**src/rtl/sevenseg_display.sv**
```systemverilog
// Four-digit multiplexed seven-segment driver for an MM:SS counter.
// Frame-coherent snapshot, per-slot refresh, and adjust-mode blinking.
module sevenseg_display #(
  parameter int REFRESH_DIV = 100000,
  parameter int BLINK_DIV   = 25000000
) (
  input  logic       clk,
  input  logic       rst,
  input  logic [3:0] min_first_dig,
  input  logic [3:0] min_second_dig,
  input  logic [3:0] sec_first_dig,
  input  logic [3:0] sec_second_dig,
  input  logic       adj,
  input  logic       sel,
  output logic [6:0] seg,
  output logic [3:0] an,
  output logic       dp
);

  localparam int RW = $clog2(REFRESH_DIV);
  localparam int BW = $clog2(BLINK_DIV);

  logic [RW-1:0]     r_presc;
  logic [1:0]        r_idx;
  logic [3:0][3:0]   r_snap;
  logic [BW-1:0]     r_bcnt;
  logic              r_phase;

  logic              w_tick;
  logic              w_bwrap;
  logic [3:0]        w_dig;
  logic [6:0]        w_seg;
  logic [3:0]        w_an;
  logic              w_min_slot;
  logic              w_blank;

  assign w_tick  = (r_presc == RW'(REFRESH_DIV - 1));
  assign w_bwrap = (r_bcnt == BW'(BLINK_DIV - 1));

  always_ff @(posedge clk or negedge rst) begin
    if (!rst) begin
      r_presc <= '0;
      r_idx   <= '0;
    end else begin
      r_presc <= w_tick ? '0 : r_presc + RW'(1);
      if (w_tick) r_idx <= r_idx + 2'd1;
    end
  end

  // Latch a whole new frame only as the scan wraps back to the leftmost slot
  always_ff @(posedge clk or negedge rst) begin
    if (!rst) begin
      r_snap <= '0;
    end else if (w_tick && r_idx == 2'd3) begin
      r_snap[0] <= min_first_dig;
      r_snap[1] <= min_second_dig;
      r_snap[2] <= sec_first_dig;
      r_snap[3] <= sec_second_dig;
    end
  end

  always_ff @(posedge clk or negedge rst) begin
    if (!rst) begin
      r_bcnt  <= '0;
      r_phase <= 1'b0;
    end else begin
      r_bcnt <= w_bwrap ? '0 : r_bcnt + BW'(1);
      if (w_bwrap) r_phase <= ~r_phase;
    end
  end

  assign w_dig      = r_snap[r_idx];
  assign w_min_slot = ~r_idx[1];
  assign w_blank    = adj & r_phase & (w_min_slot ^ sel);

  always_comb begin
    w_seg = 7'h3F;
    case (w_dig)
      4'd0: w_seg = 7'h40;
      4'd1: w_seg = 7'h79;
      4'd2: w_seg = 7'h24;
      4'd3: w_seg = 7'h30;
      4'd4: w_seg = 7'h19;
      4'd5: w_seg = 7'h12;
      4'd6: w_seg = 7'h02;
      4'd7: w_seg = 7'h78;
      4'd8: w_seg = 7'h00;
      4'd9: w_seg = 7'h10;
      default: w_seg = 7'h3F;
    endcase
  end

  always_comb begin
    w_an = 4'b1111;
    if (!w_blank) begin
      unique case (r_idx)
        2'd0: w_an = 4'b0111;
        2'd1: w_an = 4'b1011;
        2'd2: w_an = 4'b1101;
        2'd3: w_an = 4'b1110;
      endcase
    end
  end

  always_ff @(posedge clk or negedge rst) begin
    if (!rst) begin
      seg <= 7'h7F;
      an  <= 4'b1111;
    end else begin
      seg <= w_seg;
      an  <= w_an;
    end
  end

  assign dp = 1'b1;

endmodule

```
**config.mk**
```make
export PLATFORM = sky130hd
export DESIGN_NAME = sevenseg_display
export DESIGN_NICKNAME = d
export VERILOG_FILES = /design/src/rtl/sevenseg_display.sv
export SDC_FILE = /design/constraint.sdc
export NUM_CORES = 1
export LEC_CHECK = 0
export ABC_CLOCK_PERIOD_IN_PS = 6200
export CAP_MARGIN = 20
export CORE_MARGIN = 2
export CORE_UTILIZATION = 57
export CTS_CLUSTER_DIAMETER = 30
export CTS_CLUSTER_SIZE = 40
export DETAILED_ROUTE_END_ITERATION = 10
export GPL_ROUTABILITY_DRIVEN = 0
export HOLD_SLACK_MARGIN = 0.02
export MAX_ROUTING_LAYER = met4
export PLACE_DENSITY = 0.77
export REMOVE_ABC_BUFFERS = 1
export SLEW_MARGIN = 20
export SYNTH_ARGS = -nofsm -noshare
export SYNTH_HDL_FRONTEND = slang
export SYNTH_SLANG_ARGS = --single-unit
```
**constraint.sdc**
```tcl
create_clock -name clk -period 6.2 [get_ports clk]
set_clock_uncertainty 0.15 [all_clocks]
set_input_delay 0.62 -clock clk [delete_from_list [all_inputs] [get_ports clk]]
set_output_delay 0.62 -clock clk [all_outputs]
set_load 0.03 [all_outputs]
```
; ---- Word-level counts from Yosys, hierarchy flattened
; Memory sizes are Yosys's and may differ from the RTL's. A register that Yosys moved wholly into a read port is not among the register bits.
; Cells that the tools add are included.
[classes]
n_reduce_logical = 3
n_eq_ne = 5
order_cmp = 1
mux = 6
bitwise = 5
n_addsub = 3
[ops]
columns = cell, count
row1 = 25-bit by 1-bit adder with 25-bit output (second input constant), 1
row2 = 25-bit equality test (second input constant), 1
row3 = 25-bit 2-to-1 mux, 1
row4 = 17-bit by 1-bit adder with 17-bit output (second input constant), 1
row5 = 17-bit equality test (second input constant), 1
row6 = 17-bit 2-to-1 mux, 1
row7 = 4-bit case mux with 4 select lines, 1
row8 = 4-bit binary-select mux with 2-bit select, 1
row9 = 4-bit 2-to-1 mux, 2
row10 = 2-bit equality test (second input constant), 2
row11 = 2-bit by 3-bit < comparator with 1-bit output (second input constant), 1
row12 = 2-bit by 1-bit adder with 2-bit output (second input constant), 1
row13 = 1-bit AND, 2
row14 = 2-bit by 1-bit equality test with 1-bit output (second input constant), 1
row15 = 2-bit zero test, 1
row16 = 1-bit inverter, 2
row17 = 1-bit logical AND, 1
row18 = 1-bit zero test, 1
row19 = 1-bit XOR, 1
[word_totals]
out_inout_bits = 12
inputBits = 20
rom_bits = 112
n_memories = 1
ff_bits = 65
[memory_table]
columns = name, words, word_bits, read_ports, rd_ports_with_merged_regs, wr, line_no
row1 = (no name shown), 16, 7, 1, 1, 0, 78  ; case (w_dig)

; ---- Longest topological paths before layout
; Gate-level depths: netlist of run 1.
[logic_depth]
depth_word = 4
depth_mapped = 7
ltp_nobuf = 6

; ---- Least setup slack after synthesis of run 1
; No wires, ideal clock.
[synth_timing]
path_kind = reg2reg
start = register r_presc[0]
end = register r_idx[1]
period_less_slack_ns = 2.057
path_slack_ns = 4.143
setup_time_ns = 0.127
path_stages_with_launch = 8
t_arrival_ns = 1.780
required_time_ns = 5.923
path_buffers = 2
path_cell_list = dfrtp_1 > ha_1 > and4_1 > buf_4 > and3_2 > and3_1 > buf_6 > mux2_1
[synth_between]
elab_chain_cells = 1
[synth_rtl]
columns = element, line_no
row1 = start: declaration, 23  ; logic [RW-1:0] r_presc;
row2 = start signal: assignment, 45  ; r_presc <= w_tick ? '0 : r_presc + RW'(1);
row3 = 17-bit equality test, 37  ; assign w_tick = (r_presc == RW'(REFRESH_DIV - 1));
row4 = end signal: assignment, 46  ; if (w_tick) r_idx <= r_idx + 2'd1;
row5 = end: declaration, 24  ; logic [1:0] r_idx;
; Every way passes these cells.
; A chain may end at the register's enable or synchronous reset.

; ---- Worst setup path after layout of run 1
[layout_timing]
start = register seg[1]
end = output port seg[1]
[layout_lines]
columns = element, line_no
row1 = start: declaration, 15  ; output logic [6:0] seg,
; No word-level cell between the ends.

==> results.cfg, run 1 <==
[power]
peakVddDrop_uv = 203.0
pwr_density_cell_mw_per_mm2 = 217.3
power.internal_uw = 662.9
power_frac_clock_pct = 37.5
switching_power_uw = 204.9
p_sw_share_pct = 23.61
power.static_leakage_uw = 0.001712
p_seq_share_pct = 55.9
power_frac_comb_pct = 6.6

[routing]
num_vias = 2319
totalWireLength_um = 6107
ant_nets = 0
drt-pass1-iter-count = 4
drc = 0
post_drt_wl_per_cell_um = 14.90
viasPerCell = 5.656
drt_iter0_markers = 151

[placed_design]
placed_cell_area_sq_mm = 0.003821
portBuffers = 30
place_inst = 394
dp_slack_ns = 3.943
dp_hpwl_um = 4266

[logic_synthesis]
synth_top_family_by_area = simple AND/OR/NAND/NOR gates
netlist.area_leader.share_pct = 43.81
yosys-mux-area-fraction_pct = 9.731
synthTopCellsByArea = dfrtp_1, dfstp_2, xnor2_1
ys_ff_latch = 72
syn_avg_cell_area_sq_um = 11.73
synth-compound-area-share_pct = 5.206
yosys.area_share.adder_pct = 4.309
yosys.area_share.simple_pct = 18.42
yosys.area.top_type = dfrtp_1
synth_cell_type_count = 45
synthFlopType = dfrtp_1
synthesis.area_sq_mm = 0.003485
synth_xor_area_share_pct = 7.540
syn_inst = 297
ys.warnings.count = 0
async_reset_ff_share_pct = 100.0
ys_seq_area_share_pct = 52.10
synth_edf_count = 0

[sta]
setup_viol = 0
worst_pin_slew_ns = 0.8880
finalCriticalPeriod_ns = 2.290
setup_slack_ns = 3.910
hold_viol_final = 0
finalMaxSlewViolations = 0
fmax_mhz = 436.7
slew_headroom_pct = 40.80
period_share_pct = 36.94
setup_tns_ns = 0
rsz0062_at_grt = no

[cells_and_area]
design_area_sq_mm = 0.003994
fin_cells = 410
syn2layout_area_growth_pct = 14.61
n_antenna_cell = 0
drive_gt1_share_pct = 17.01
fill_cells = 442
nets = 362
utilization_pct = 67.46

[worst_setup_path]
path_cells = clkdlybuf4s50_1
crit_fanout = 1
slowest_stage = clkdlybuf4s50_1
required_ns = 5.43
cp-end-kind = primary output
cpPeakStageDelay_ns = 0.66
worstSetupStartpointType = register
crit_arrival_ns = 1.52
cp_top_family = buffers and inverters
critPathKind = reg2out
cp_num_buf_inv = 1

[floorplan]
rows = 28
die_w_um = 82.19
initial_core_util_pct = 58.85
die_height_um = 82.19
core_area_sq_mm = 0.005921
io_pins = 32
die_area_sq_mm = 0.006754

[clock_tree]
cts_setup_buffers = 0
cts_tree = built
cts.repair.resized = 0
hold_buffers = 0
cts.path.max_buffers = 2
cts.sinks = 72
ctsRootBufferMaster = clkbuf_8
clock_latency_ns = 0.34
htreeDepth = 3
clk_pin_slew_ns = 0.08
numCtsBuffers = 9

[hold_path]
hold_class = reg2reg

[grt]
antenna_found_initial = 0
grt_pass1_vias = 2322
grt_use_total_pct = 21.47
grt_pass1_wl_um = 10580
grt_start_max_net_pins = 73
grt-ovfl-total = 0

[outcome]
outcome = complete, no violations

[flow_run]
maxCapViolCount = 0
[registers in the layout (all words and copies together), names as in the netlist]
name	count
r_bcnt	25
r_presc	17
an	4
seg	7
r_snap	16
r_idx	2
r_phase	1
[cell usage after synthesis (9+ instances only)]
library cell and n:
a21oi_1 11, dfrtp_1 61, dfstp_2 11, ha_1 12
mux2_4 10, nand2_1 17, nand3_1 20, nand4_1 9
nor2_1 22, o21ai_0 9, xnor2_1 20, xor2_1 10
[stage by stage]
step | hold slack [ns] | power (uW)
floorplan | 0.1744 | 520.0
global placement | 0.3176 | 550.7
detailed placement | 0.3247 | 552.4
CTS | 0.3412 | 879.6
global route | 0.3489 | 909.5
finish | 0.3338 | 867.8
[power by group through the flow]
stage / clock [uW] / sequential [uW] / combinational (uW)
4_1_cts: 336 / 485 / 58.8
3_5_place_dp: 0 / 494 / 58.7
5_1_grt: 360 / 486 / 63.9
6_report: 325 / 485 / 57.7
2_1_floorplan: 0 / 501 / 18.9
3_3_place_gp: 0 / 493 / 57.4
[cells in the final DEF (no fill, tap or decap), types with 6 or more instances in the layout]
| cell type | synthesis | layout |
|---|---|---|
| and3_1 | 6 | 6 |
| mux2_2 | 6 | 6 |
| nand2_1 | 17 | 17 |
| xnor2_1 | 20 | 20 |
| mux2_4 | 10 | 10 |
| and4_1 | 6 | 6 |
| ha_1 | 12 | 12 |
| clkdlybuf4s50_1 | 0 | 29 |
| nand3_1 | 20 | 20 |
| nor4_1 | 6 | 6 |
| inv_1 | 8 | 8 |
| xor2_1 | 10 | 10 |
| a21oi_1 | 11 | 11 |
| dfstp_2 | 11 | 11 |
| dfrtp_1 | 61 | 61 |
| o21ai_0 | 9 | 9 |
| nand4_1 | 9 | 9 |
| clkbuf_8 | 0 | 10 |
| nor2_1 | 22 | 22 |
[final timing paths]
path | start | end | slack, ns | cells after the start
min in group asynchronous | rst | r_bcnt[12] | 0.35 | 2
hold reg to reg | r_phase | r_phase | 0.33 | 1
setup / recovery | seg[1] | seg[1] | 3.91 | 1
hold / removal | r_phase | r_phase | 0.33 | 1
max in group asynchronous | rst | r_snap[6] | 4.99 | 2
setup reg to reg | r_presc[0] | r_snap[6] | 3.94 | 5
[cell type report]
type / instances / area, sq um / area share [%]
multi-input combinational: 208 / 1579 / 39.54
tap: 75 / 93.84 / 2.350
timing repair buffer: 31 / 302.8 / 7.581
sequential: 72 / 1815 / 45.46
clock inverter: 6 / 35.03 / 0.8772
inverter: 8 / 30.03 / 0.7519
clock buffer: 10 / 137.6 / 3.446
[cells by family (layout without fill, tap and decap cells)]
family          after synthesis  count (layout)
simple gates                112             112
other cells                   1               1
xor+xnor                     30              30
buf+inv                      17              55
mux                          23              23
flops                        72              72
fa+ha+maj                    12              12
compound gates               30              30
[layer usage]
layer  wire, um  up-vias  GRT usage, %
met2       2904       42         32.66
met4         68        0         6.833
li1           -     1126             -
met1       2895     1144         28.10
met5          0        -             -
met3        237        7         5.870
(Power assumes the default switching activity.)
==> run 2: changes to the inputs <==
ABC_CLOCK_PERIOD_IN_PS = 1850   (was 6200)
CORE_UTILIZATION = 52   (was 57)
PLACE_DENSITY = 0.74   (was 0.77)
clock period = 1.85 ns   (was 6.2 ns; I/O delays follow)
==> run 2 against run 1 <==
Against the previous run:
- the flow now finishes with violations (design-rule violations)
- register-to-register slack lost 3.9 ns
- via count grew 11%
- utilization grew 2.7 points
- cell area grew 13%
- total power grew to 3.4 times the previous value
- cell count grew 13%
- non-clock buffer count grew 51
- largest power group unchanged
- clock-buffer cell count grew 5
- flip-flop and latch count is the same
- critical path type is now reg2reg
==> results.cfg, run 2 (synthesized netlist as in run 1, its figures left out) <==
[sta]
hold_viol_final = 0
rsz0062_at_grt = yes
setup_slack_ns = 0.009730
finalCriticalPeriod_ns = 1.840
setup_viol = 0
fmax_mhz = 543.4
finalMaxSlewViolations = 0
setup_tns_ns = 0
period_share_pct = 99.47

[power]
power_frac_clock_pct = 37.1
switching_power_uw = 690.1
peakVddDrop_uv = 491.6
p_sw_share_pct = 23.52
power.internal_uw = 2243
pwr_density_cell_mw_per_mm2 = 650.9
p_seq_share_pct = 55.6
power.static_leakage_uw = 0.001997
power_frac_comb_pct = 7.3

[worst_setup_path]
cpPeakStageDelay_ns = 0.37
r2r-start = r_presc[0]
required_ns = 1.93
worstSetupStartpointType = register
cp-end-kind = register
path_cells = ha_2 -> and4_1 -> and3_4 -> nand4_4 -> clkbuf_16 -> mux2_4
critPathLaunch = r_presc[0]
cp_num_buf_inv = 1
crit_fanout = 8
critPathKind = reg2reg
cp_top_family = simple AND/OR/NAND/NOR gates
slowest_stage = dfrtp_1
crit_arrival_ns = 1.92

[clock_tree]
htreeDepth = 3
ctsRootBufferMaster = clkbuf_8
cts.path.max_buffers = 2
cts_tree = built
cts.sinks = 72
clk_pin_slew_ns = 0.07
clock_latency_ns = 0.34
numCtsBuffers = 9

[grt]
grt-ovfl-total = 0
grt_use_total_pct = 22.43
grt_start_max_net_pins = 73
grt_pass1_wl_um = 12380
grt_pass1_vias = 2612
antenna_found_initial = 0

[placed_design]
place_inst = 429
dp_hpwl_um = 4810
dp_slack_ns = -0.1300
portBuffers = 30

[floorplan]
core_area_sq_mm = 0.006422
die_height_um = 85.86
die_area_sq_mm = 0.007372
rows = 29
die_w_um = 85.86
io_pins = 32
initial_core_util_pct = 54.26

[cells_and_area]
largest-register = r_bcnt
fin_cells = 464
nets = 414
fill_cells = 462
largest_register_ffs = 25
layout_common_cells = dfrtp_1, buf_4, nor2_1, xnor2_1, nand3_1
n_antenna_cell = 0
drive_gt1_share_pct = 31.78
final_common_cell = dfrtp_1
reg.largest.list = r_bcnt x25, r_presc x17, r_snap x16
syn2layout_area_growth_pct = 29.34

[outcome]
outcome = finished, violations left
violations = design-rule violations

[routing]
drt_iter0_markers = 108
ant_nets = 0
drc = 2
post_drt_wl_per_cell_um = 16.79
drt-pass1-iter-count = 9
num_vias = 2581
viasPerCell = 5.563
totalWireLength_um = 7792

[hold_path]
hold_class = in2async

[flow_run]
maxCapViolCount = 0
==> run 2: cell count changes in the layout (fill, tap and decap cells not counted), moves of 3 or more <==
cell	change
clkbuf_1	+5
clkinv_2	-3
dlygate4sd2_1	+11
clkdlybuf4s50_1	-11
and3_4	+3
buf_4	+44
==> run 2: power by group through the flow <==
stage | combinational (uW) | sequential (uW) | clock [uW]
CTS | 200 | 1630 | 1110
global route | 234 | 1630 | 1170
finish | 215 | 1630 | 1090
global placement | 201 | 1660 | 0
detailed placement | 206 | 1660 | 0
floorplan | 63.3 | 1680 | 0
==> run 2: tightest hold or removal path: cells and delay by family <==
kind,cells,cell delay (ns)
buf+inv,3,0.95
==> run 2: repair_timing <==
action	in CTS	in global routing
hold buffers	1	0
hold endpoints to repair	67	0
setup endpoints to repair	33	30
pin swaps	2	11
gates resized for setup	16	25
cloned	1	2
buffers inserted	4	11
==> run 2: metrics by stage <==
stage	util (%)	cell area, sq um	total power [uW]	hold slack [ns]
floorplan	-	3425	1743	-0.2606
global route	70.17	4507	3035	0.2906
CTS	67.25	4319	2939	0.2532
detailed placement	63.59	4084	1862	0.09459
global placement	63.59	4084	1858	0.09055
finish	70.17	4507	2933	0.2433
==> run 2: final timing paths <==
check	endpoint	slack, ns	cells past startpoint
setup / recovery	r_snap[1]	0.01	6
hold / removal	r_snap[2]	0.24	3
setup reg to reg	r_snap[1]	0.01	6
min in group clk	r_snap[10]	0.30	2
hold reg to reg	r_phase	0.32	1
max in group asynchronous	an[1]	0.96	3
==> run 2: cell type report <==
class | count | area, sq um | area share (%)
Sequential cell | 72 | 1818 | 40.34
Multi-Input combinational cell | 209 | 1679 | 37.26
Timing Repair Buffer | 82 | 721.9 | 16.02
Clock buffer | 15 | 156.4 | 3.470
Tap cell | 77 | 96.34 | 2.138
Inverter | 8 | 30.03 | 0.6663
Clock inverter | 1 | 5.005 | 0.1110
==> run 2: layer usage <==
metal | global-route usage [%] | vias up | wire (um)
li1 | - | 1232 | -
met1 | 29.53 | 1299 | 3542
met2 | 35.02 | 34 | 3906
met3 | 3.946 | 16 | 203
met4 | 8.369 | 0 | 140
met5 | - | - | 0
